[src/rtl/bg_line_renderer.sv]
`default_nettype none
// ============================================================================
// Module      : bg_line_renderer
// Description : Background/window scanline renderer. On each line_start it
//               fetches tile-map entries and tile planes from VRAM, applies
//               fine scroll and the window layer, and writes 2-bit colour
//               indices into the render half of a ping-pong line buffer.
//               The display half is read through a registered, palette-mapped
//               pixel port.
// Revision    : 1.0 - initial release
// ============================================================================
module bg_line_renderer #(
    parameter int LINE_PIXELS = 160,
    parameter int WIN_EN      = 1
) (
    input  logic        clk_cpu,
    input  logic        rst,
    input  logic        line_start,
    input  logic [7:0]  line_y,
    input  logic [7:0]  lcdc,
    input  logic [7:0]  scx,
    input  logic [7:0]  scy,
    input  logic [7:0]  wx,
    input  logic [7:0]  wy,
    input  logic [7:0]  bgp,
    output logic        busy,
    output logic        line_done,
    output logic        vram_req,
    output logic [12:0] vram_addr,
    input  logic        vram_ack,
    input  logic [7:0]  vram_data,
    input  logic        swap,
    input  logic [7:0]  rd_x,
    output logic [1:0]  rd_idx,
    output logic [1:0]  rd_shade
);
    localparam logic [2:0] c_IDLE = 3'd0;
    localparam logic [2:0] c_MAP  = 3'd1;
    localparam logic [2:0] c_LO   = 3'd2;
    localparam logic [2:0] c_HI   = 3'd3;
    localparam logic [2:0] c_PUSH = 3'd4;
    localparam logic [2:0] c_DONE = 3'd5;

    localparam logic [8:0] c_WX_MAX  = 9'(LINE_PIXELS + 6);
    localparam logic [8:0] c_LINE_PX = 9'(LINE_PIXELS);
    localparam logic [7:0] c_LAST_PX = 8'(LINE_PIXELS - 1);

    logic [2:0] r_state, w_next_state;
    logic       r_bg_en, r_map_bg, r_tile_sel, r_win_on, r_map_win;
    logic [4:0] r_scx_tile;
    logic [7:0] r_wx, r_wy, r_line_y, r_ybg, r_win_line;
    logic [7:0] r_idx, r_lo, r_hi, r_px;
    logic [4:0] r_tx;
    logic [2:0] r_bit, r_discard;
    logic       r_layer;
    logic       r_sel, r_pend;
    logic [1:0] r_buf0 [0:LINE_PIXELS-1];
    logic [1:0] r_buf1 [0:LINE_PIXELS-1];

    logic       w_accept, w_win_ok, w_trigger, w_write, w_line_end, w_tile_end;
    logic [7:0] w_ws, w_yrow;
    logic [2:0] w_win_disc;
    logic [4:0] w_bg_tile;
    logic [1:0] w_bank, w_colour, w_rd_raw, w_rd_shade;
    logic       w_unused_lcdc;

    assign w_unused_lcdc = ^lcdc[2:1];
    assign w_accept   = (r_state == c_IDLE) && line_start && lcdc[7];
    assign w_ws       = (r_wx < 8'd7) ? 8'd0 : r_wx - 8'd7;
    assign w_win_disc = (r_wx < 8'd7) ? 3'd7 - r_wx[2:0] : 3'd0;
    assign w_trigger  = (r_state == c_PUSH) && w_win_ok && !r_layer && (r_px == w_ws);
    assign w_colour   = {r_hi[3'd7 - r_bit], r_lo[3'd7 - r_bit]} & {2{r_bg_en}};
    assign w_write    = (r_state == c_PUSH) && !w_trigger && (r_discard == 3'd0);
    assign w_line_end = w_write && (r_px == c_LAST_PX);
    assign w_tile_end = (r_bit == 3'd7);
    assign w_yrow     = r_layer ? r_win_line : r_ybg;
    assign w_bg_tile  = r_scx_tile + r_tx;
    assign w_bank     = r_tile_sel ? {1'b0, r_idx[7]} : {~r_idx[7], r_idx[7]};

    // Window layer qualifier; tied off entirely when the layer is not built
    generate
        if (WIN_EN != 0) begin : g_win
            assign w_win_ok = r_win_on && (r_line_y >= r_wy) && ({1'b0, r_wx} <= c_WX_MAX);
        end else begin : g_no_win
            logic w_unused_win;
            assign w_unused_win = ^{r_win_on, r_wy, r_line_y};
            assign w_win_ok = 1'b0;
        end
    endgenerate

    // State register
    always_ff @(posedge clk_cpu) begin
        if (rst) r_state <= c_IDLE;
        else     r_state <= w_next_state;
    end

    // Next-state logic: each VRAM read advances only on an acknowledged cycle
    always_comb begin
        w_next_state = r_state;
        case (r_state)
            c_IDLE: if (w_accept) w_next_state = c_MAP;
            c_MAP:  if (vram_ack) w_next_state = c_LO;
            c_LO:   if (vram_ack) w_next_state = c_HI;
            c_HI:   if (vram_ack) w_next_state = c_PUSH;
            c_PUSH: begin
                if (w_trigger)       w_next_state = c_MAP;
                else if (w_line_end) w_next_state = c_DONE;
                else if (w_tile_end) w_next_state = c_MAP;
            end
            c_DONE:  w_next_state = c_IDLE;
            default: w_next_state = c_IDLE;
        endcase
    end

    // Outputs decoded from state: status flags and VRAM request/address
    always_comb begin
        busy      = 1'b0;
        line_done = 1'b0;
        vram_req  = 1'b0;
        vram_addr = 13'd0;
        case (r_state)
            c_MAP: begin
                busy     = 1'b1;
                vram_req = 1'b1;
                vram_addr = r_layer ? {2'b11, r_map_win, r_win_line[7:3], r_tx}
                                    : {2'b11, r_map_bg, r_ybg[7:3], w_bg_tile};
            end
            c_LO, c_HI: begin
                busy      = 1'b1;
                vram_req  = 1'b1;
                vram_addr = {w_bank, r_idx[6:0], w_yrow[2:0], (r_state == c_HI)};
            end
            c_PUSH: busy = 1'b1;
            c_DONE: line_done = 1'b1;
            default: ;
        endcase
    end

    // Line datapath: latch line parameters, capture fetches, walk pixels
    always_ff @(posedge clk_cpu) begin
        if (rst) begin
            r_bg_en <= 1'b0; r_map_bg <= 1'b0; r_tile_sel <= 1'b0;
            r_win_on <= 1'b0; r_map_win <= 1'b0; r_scx_tile <= 5'd0;
            r_wx <= 8'd0; r_wy <= 8'd0; r_line_y <= 8'd0; r_ybg <= 8'd0;
            r_win_line <= 8'd0; r_idx <= 8'd0; r_lo <= 8'd0; r_hi <= 8'd0;
            r_px <= 8'd0; r_tx <= 5'd0; r_bit <= 3'd0; r_discard <= 3'd0;
            r_layer <= 1'b0;
        end else begin
            case (r_state)
                c_IDLE: if (w_accept) begin
                    r_bg_en    <= lcdc[0];
                    r_map_bg   <= lcdc[3];
                    r_tile_sel <= lcdc[4];
                    r_win_on   <= lcdc[5];
                    r_map_win  <= lcdc[6];
                    r_scx_tile <= scx[7:3];
                    r_wx       <= wx;
                    r_wy       <= wy;
                    r_line_y   <= line_y;
                    r_ybg      <= scy + line_y;
                    r_px       <= 8'd0;
                    r_tx       <= 5'd0;
                    r_bit      <= 3'd0;
                    r_discard  <= scx[2:0];
                    r_layer    <= 1'b0;
                    if (line_y == 8'd0) r_win_line <= 8'd0;
                end
                c_MAP: if (vram_ack) r_idx <= vram_data;
                c_LO:  if (vram_ack) r_lo  <= vram_data;
                c_HI:  if (vram_ack) r_hi  <= vram_data;
                c_PUSH: begin
                    if (w_trigger) begin
                        // Abandon the current BG tile and restart on the window map
                        r_layer   <= 1'b1;
                        r_tx      <= 5'd0;
                        r_bit     <= 3'd0;
                        r_discard <= w_win_disc;
                    end else begin
                        if (r_discard != 3'd0) r_discard <= r_discard - 3'd1;
                        else                   r_px      <= r_px + 8'd1;
                        r_bit <= r_bit + 3'd1;
                        if (w_tile_end) r_tx <= r_tx + 5'd1;
                    end
                end
                c_DONE: if (r_layer) r_win_line <= r_win_line + 8'd1;
                default: ;
            endcase
        end
    end

    // Buffer select: immediate toggle when idle, deferred to DONE while rendering
    always_ff @(posedge clk_cpu) begin
        if (rst) begin
            r_sel  <= 1'b0;
            r_pend <= 1'b0;
        end else if (r_state == c_DONE) begin
            if (swap || r_pend) r_sel <= ~r_sel;
            r_pend <= 1'b0;
        end else if (busy) begin
            if (swap) r_pend <= 1'b1;
        end else if (swap) begin
            r_sel <= ~r_sel;
        end
    end

    // Pixel writes into the render half (contents are never cleared)
    always_ff @(posedge clk_cpu) begin
        if (w_write) begin
            if (r_sel) r_buf1[r_px] <= w_colour;
            else       r_buf0[r_px] <= w_colour;
        end
    end

    assign w_rd_raw   = ({1'b0, rd_x} < c_LINE_PX) ? (r_sel ? r_buf0[rd_x] : r_buf1[rd_x]) : 2'b00;
    assign w_rd_shade = bgp[{w_rd_raw, 1'b1} -: 2];

    // Registered display read port with palette mapping
    always_ff @(posedge clk_cpu) begin
        if (rst) begin
            rd_idx   <= 2'b00;
            rd_shade <= 2'b00;
        end else begin
            rd_idx   <= w_rd_raw;
            rd_shade <= w_rd_shade;
        end
    end

endmodule
`default_nettype wire
[config.mk]
export PLATFORM = sky130hd
export DESIGN_NAME = bg_line_renderer
export DESIGN_NICKNAME = d
export VERILOG_FILES = /design/src/rtl/bg_line_renderer.sv
export SDC_FILE = /design/constraint.sdc
export NUM_CORES = 1
export LEC_CHECK = 0
export BUFFER_PORTS_ARGS = -buffer_cell sky130_fd_sc_hd__buf_2
export CAP_MARGIN = 20
export CORE_MARGIN = 2
export CORE_UTILIZATION = 56
export DETAILED_ROUTE_END_ITERATION = 12
export HOLD_SLACK_MARGIN = 0.05
export PLACE_DENSITY_LB_ADDON = 0.08
export SETUP_SLACK_MARGIN = 0.15
export SKIP_CTS_REPAIR_TIMING = 1
export SYNTH_ARGS = -nofsm -noshare
export SYNTH_HDL_FRONTEND = slang
export SYNTH_SLANG_ARGS = --single-unit
[constraint.sdc]
create_clock -name clk_cpu -period 10.3 [get_ports clk_cpu]
set_clock_uncertainty 0.05 [all_clocks]
set_input_delay 0.515 -clock clk_cpu [delete_from_list [all_inputs] [get_ports clk_cpu]]
set_output_delay 0.515 -clock clk_cpu [all_outputs]
set_load 0.05 [all_outputs]
# ---- Word-level counts from Yosys, hierarchy flattened
# Memories as Yosys holds them, arrays and structs flattened.
# Cells that the tools add are included.
dict set report word_totals {
  register_bits 103
  output_inout_bits 20
  memories 2
  ram_bits 640
  inputBits 77
}
# memory depth width read_ports rd_clocked_by_memory_dff wr line_no
set mem_list {}
lappend mem_list {r_buf0 160 2 1 0 1 57} ;# logic [1:0] r_buf0 [0:LINE_PIXELS-1];
lappend mem_list {r_buf1 160 2 1 0 1 58} ;# logic [1:0] r_buf1 [0:LINE_PIXELS-1];
dict set report classes {
  n_reduce_logical 37
  n_mux 55
  n_eq_ne 22
  addsub 10
  order_cmp 5
  shifts 1
  n_bitwise 3
}
# operator n
set ops {}
lappend ops {{$mux W8} 7}
lappend ops {{$mux W3} 14}
lappend ops {{$pmux W8 S2} 2}
lappend ops {{$pmux W13 S2} 1}
lappend ops {{$mux W1} 17}
lappend ops {{$add A8 B1 Y8 const B} 2}
lappend ops {{$ne A2 B2 Y1 const B} 8}
lappend ops {{$mux W5} 3}
lappend ops {{$pmux W3 S5} 1}
lappend ops {{$pmux W3 S2} 2}
lappend ops {{$reduce_and A2 Y1} 6}
lappend ops {{$reduce_and A3 Y1} 4}
lappend ops {{$mux W11} 1}
lappend ops {{$logic_and A1 B1 Y1} 10}
lappend ops {{$pmux W5 S2} 1}
lappend ops {{$eq A3 B3 Y1 const B} 3}
lappend ops {{$shiftx A9 B4 Y2} 1}
lappend ops {{$add A8 B8 Y8} 1}
lappend ops {{$eq A8 B8 Y1} 1}
lappend ops {{$eq A8 B8 Y1 const B} 1}
lappend ops {{$ge A8 B8 Y1} 1}
lappend ops {{$le A8 B8 Y1 const B} 1}
lappend ops {{$logic_not A8 Y1} 1}
lappend ops {{$lt A8 B3 Y1 const B} 1}
lappend ops {{other kinds (29)} 43}

# ---- Logic depth before layout (Yosys ltp)
dict set report logic_depth {
  ltp_word 13
  ltp_mapped 14
  mapped_depth_nobuf 12
}

# ---- Worst setup path after synthesis
# OpenSTA, ideal clock, no wires.
dict set report synth_path {
  path_type {reg-to-reg}
  startpoint {register r_bit[0]}
  endpoint {memory r_buf0[0][0], data pin}
  setup_slack_ns -0.263
  path_stages_with_launch 5
  required_time_ns 8.474
  synth_period_minus_slack_ns 10.563
  setup_ns 1.776
  path_buffers 1
  t_arrival_ns 8.737
  path_cell_list {dfxtp_1 > clkbuf_1 > mux4_2 > mux2i_1 > nor2b_1}
}
dict set report synth_via {
  elab_chain_cells 4
}
# item line_no
set synth_lines {}
lappend synth_lines {{from (decl)} 54} ;# logic [2:0] r_bit, r_discard;
lappend synth_lines {{from (signal assigned)} 181} ;# r_bit <= r_bit + 3'd1;
lappend synth_lines {{$sub A3 B3 Y3} 72} ;# assign w_colour = {r_hi[3'd7 - r_bit], r_lo[3'd7 - r_bit]} & {2{r_bg_en}};
lappend synth_lines {{$bmux W1 S3} 72}
lappend synth_lines {{$mux W1 (implied by the code)} 72}
lappend synth_lines {{$and A2 B2 Y2} 72}
lappend synth_lines {{net w_colour[0]} 64} ;# logic [1:0] w_bank, w_colour, w_rd_raw, w_rd_shade;
lappend synth_lines {{to (decl)} 57}
# The timed path passes the listed nets, and every way through them passes these cells. The select of a mux whose other input is x is not followed.

# ---- Final worst setup path
dict set report layout_path {
  startpoint {register r_wx[0]}
  endpoint {memory r_buf0[29][1] (enable)}
}
dict set report layout_via {
  elab_chain_cells 10
  elab_cells_between_ends 14
  cone_classes {add/sub: 1; order compare: 2; eq/ne: 1; mux: 3; reduce/logical: 7}
}
# item line_no
set layout_lines {}
lappend layout_lines {{from (decl)} 51} ;# logic [7:0] r_wx, r_wy, r_line_y, r_ybg, r_win_line;
lappend layout_lines {{from (signal assigned)} 157} ;# r_wx <= wx;
lappend layout_lines {{branches (longest 4 deep; another with $sub A8 B3 Y8)} -}
lappend layout_lines {{$logic_and A1 B1 Y1 *} 71} ;# assign w_trigger = (r_state == c_PUSH) && w_win_ok && !r_layer && (r_px == w_ws);
lappend layout_lines {{$logic_not A1 Y1 *} 73} ;# assign w_write = (r_state == c_PUSH) && !w_trigger && (r_discard == 3'd0);
lappend layout_lines {{$logic_and A1 B1 Y1 * (2 in series)} 73}
lappend layout_lines {{$mux W1 *} 208} ;# if (w_write) begin
lappend layout_lines {{$mux W1 (implied by the code) *} 210} ;# else r_buf0[r_px] <= w_colour;
# Every way passes the cells marked *.

==> results.cfg <==
[outcome]
status = complete, no violations

[synth]
ys.warnings.count = 0
synth_cells = 2252
synth_ff_type = edfxtp_1
synth-seq-cells = 743
ys_types = 80
synth_edf_count = 640
synth_nets = 2361
synthArstFlopShare_pct = 0
seq_area_frac_synth_pct = 65.81
synth.cell_area_um2 = 32340
avgSynthCellArea_um2 = 14.36

[finish]
fillers = 4280
final_common_cell = edfxtp_1
final_core_util_pct = 62.31
drive_gt1_share_pct = 16.13
finalNetCount = 2424
final_cell_mix = edfxtp_1, nor2_1, nand2_1, mux4_2, dfxtp_1
area_growth_pct = 10.53

[floorplanning]
ioPinCount = 97
die_area_um2 = 59680
initial_core_util_pct = 56.37
num_rows = 88
coreArea_um2 = 57370
die_h_um = 244.3
die_x_um = 244.3

[pwr]
p_leak_nw = 10.06
powerDensity_nw_per_um2 = 176.6
ir_drop_uv = 128.0

[grt]
gr-total-overflow = 0
grtUsageTotal_pct = 27.47
antenna_found_initial = 3
grt_max_degree = 265
grt_pass1_vias = 20040
grt_pass1_wl_um = 122300

[critical_path]
cp_max_fo = 64
critical_path.endpoint_type = flip-flop
cp_data_required_time_ns = 10.58
worst_path_max_delay_cell = buf_4
cp_top_family = simple AND/OR/NAND/NOR gates
path_class = flip-flop to flip-flop
cpPeakStageDelay_ns = 0.66
crit_buf_inv = 1
start_kind = flip-flop
worst_ep_arrival_time_ns = 4.81
path_cells = ha_1 > a211o_1 > or2_0 > o211ai_1 > o41a_1 > nor3_1 > nand3_2 > and2_1 > nand4_4 > buf_4 > nor2_1

[clock_tree]
cts_made_buffers = 77
clock_path_buffers = 3
root_buffer = clkbuf_16
cts.sinks = 743
worstSkewPairLatency_ns = 0.64
cts.reportedPaths.clkPinSlew_ns = 0.06
cts.htree.levels = 3
cts_tree = yes

[timing]
setup_violations = 0
worst_slew_pin_slew_ns = 1.261
maxSlewHeadroom_pct = 15.94
rsz0062_at_grt = false
fin_crit_ns = 4.523
final_max_slew_viol_count = 0
hold_viol = 0
holdWs_ns = 0.07246
finalCritPeriodShare_pct = 43.91
fmax_mhz = 221.1
fin_tns_setup_ns = 0

[routing]
via_per_inst = 6.249
drtIter0Drc = 2074
via_count = 19640
ant_nets = 0
post-route-drc-count = 0
routed_wl_um = 80920
wl_per_cell_um = 25.75
firstDrtPassIters = 6

[min_path]
hp-class = input pin to flip-flop

[place]
hpwlAfterDp_um = 52330
io_buffers = 94
gp_congestion = 0.9203

[job]
drv_cap = 0
power by group:
| group | internal, mW | switching [mW] | total, mW | leakage, nW |
|---|---|---|---|---|
| sequential | 3.24 | 0.0173 | 3.25 | 5.57 |
| clock | 1.57 | 1.17 | 2.75 | 1.20 |
| combinational | 0.106 | 0.204 | 0.310 | 3.29 |
per-layer routing:
metal / GRT usage [%] / up-vias / wire [um]
met1: 38.22 / 9997 / 33310
met4: 10.01 / 2 / 2588
met2: 44.22 / 854 / 39040
met3: 4.543 / 141 / 5972
li1: - / 8647 / -
met5: 0 / - / 13
synth_stat cells, types with 5 or more instances:
| master | instances | share of area [%] |
|---|---|---|
| nor3_1 | 22 | 0.34 |
| buf_8 | 5 | 0.23 |
| nand2_1 | 271 | 3.1 |
| a22oi_1 | 20 | 0.46 |
| a211oi_1 | 10 | 0.23 |
| edfxtp_1 | 640 | 59 |
| xnor2_1 | 16 | 0.43 |
| o211ai_1 | 6 | 0.14 |
| a31oi_1 | 14 | 0.27 |
| mux4_1 | 37 | 3.0 |
| a21oi_1 | 97 | 1.5 |
| or3_1 | 7 | 0.14 |
| nand3_1 | 27 | 0.42 |
| o21ai_0 | 26 | 0.40 |
| o22ai_1 | 14 | 0.27 |
| clkbuf_1 | 56 | 0.65 |
| buf_6 | 6 | 0.21 |
| nand4_1 | 20 | 0.39 |
| nand2b_1 | 8 | 0.15 |
| a21o_1 | 6 | 0.14 |
| mux4_2 | 122 | 8.5 |
| xor2_1 | 15 | 0.41 |
| buf_4 | 12 | 0.28 |
| clkbuf_8 | 6 | 0.26 |
| nor2_1 | 371 | 4.3 |
| dfxtp_1 | 103 | 6.4 |
| buf_2 | 48 | 0.74 |
| and2_1 | 16 | 0.31 |
| a221oi_1 | 9 | 0.24 |
| ha_1 | 30 | 1.2 |
| inv_1 | 32 | 0.37 |
| a311oi_1 | 5 | 0.14 |
| and3_1 | 8 | 0.15 |
| mux2i_1 | 57 | 1.8 |
| nor2b_1 | 24 | 0.46 |
final cells by class:
type,count,area (um2),share of cell area [%]
sequential,743,21280,59.54
multi-input combinational,1336,10150,28.39
clock buffer,100,2053,5.745
tap,765,957.2,2.678
timing repair buffer,122,748.2,2.093
clock inverter,39,415.4,1.162
inverter,35,131.4,0.3676
antenna,3,7.507,0.02100
tightest hold or removal path, stage by stage:
cell	delay (ns)
buf_2	0.09
nand2_1	0.04
a21oi_1	0.05
through the flow:
stage          instance area (um2)  worst slack (ns)  total power [mW]  instances
6_report                     35740             5.777             6.311       3143
5_1_grt                      35740             5.277             6.489       3141
4_1_cts                      35730             5.742             6.348       3140
3_5_place_dp                 33270             5.220             3.627       3001
3_3_place_gp                 33230             5.271             3.623       2999
2_1_floorplan                32340             3.733             3.536       2252
sequential cells by signal, summed over array words and instances (netlist names), 2 cells and up:
register / flops
r_buf0: 320
r_wy: 8
r_win_line: 8
rd_shade: 2
r_buf1: 320
r_tx: 5
r_line_y: 8
r_hi: 8
r_discard: 3
r_lo: 8
r_scx_tile: 5
r_ybg: 8
r_wx: 8
r_bit: 3
r_px: 8
r_idx: 8
rd_idx: 2
r_state: 3
cells by family (layout without fill, tap and decap cells):
kind of cell | Yosys count | in the layout | synth area share, %
other cells | 0 | 3 | 0
compound gates | 247 | 247 | 5.015
mux | 220 | 220 | 13.41
simple gates | 806 | 806 | 10.66
flops | 743 | 743 | 65.81
buf+inv | 173 | 296 | 2.983
fa+ha+maj | 32 | 32 | 1.285
xor+xnor | 31 | 31 | 0.8396
path summary, 6_finish.rpt:
path / startpoint / to / slack (ns) / cells past startpoint
setup / recovery: r_wx[0] / r_buf0[29][1] / 5.78 / 11
hold / removal: lcdc[4] / r_tile_sel / 0.07 / 3
setup reg to reg: r_wx[0] / r_buf0[29][1] / 5.78 / 11
hold reg to reg: r_ybg[2] / r_ybg[2] / 0.40 / 2
Power figures use the tool's default switching activity.
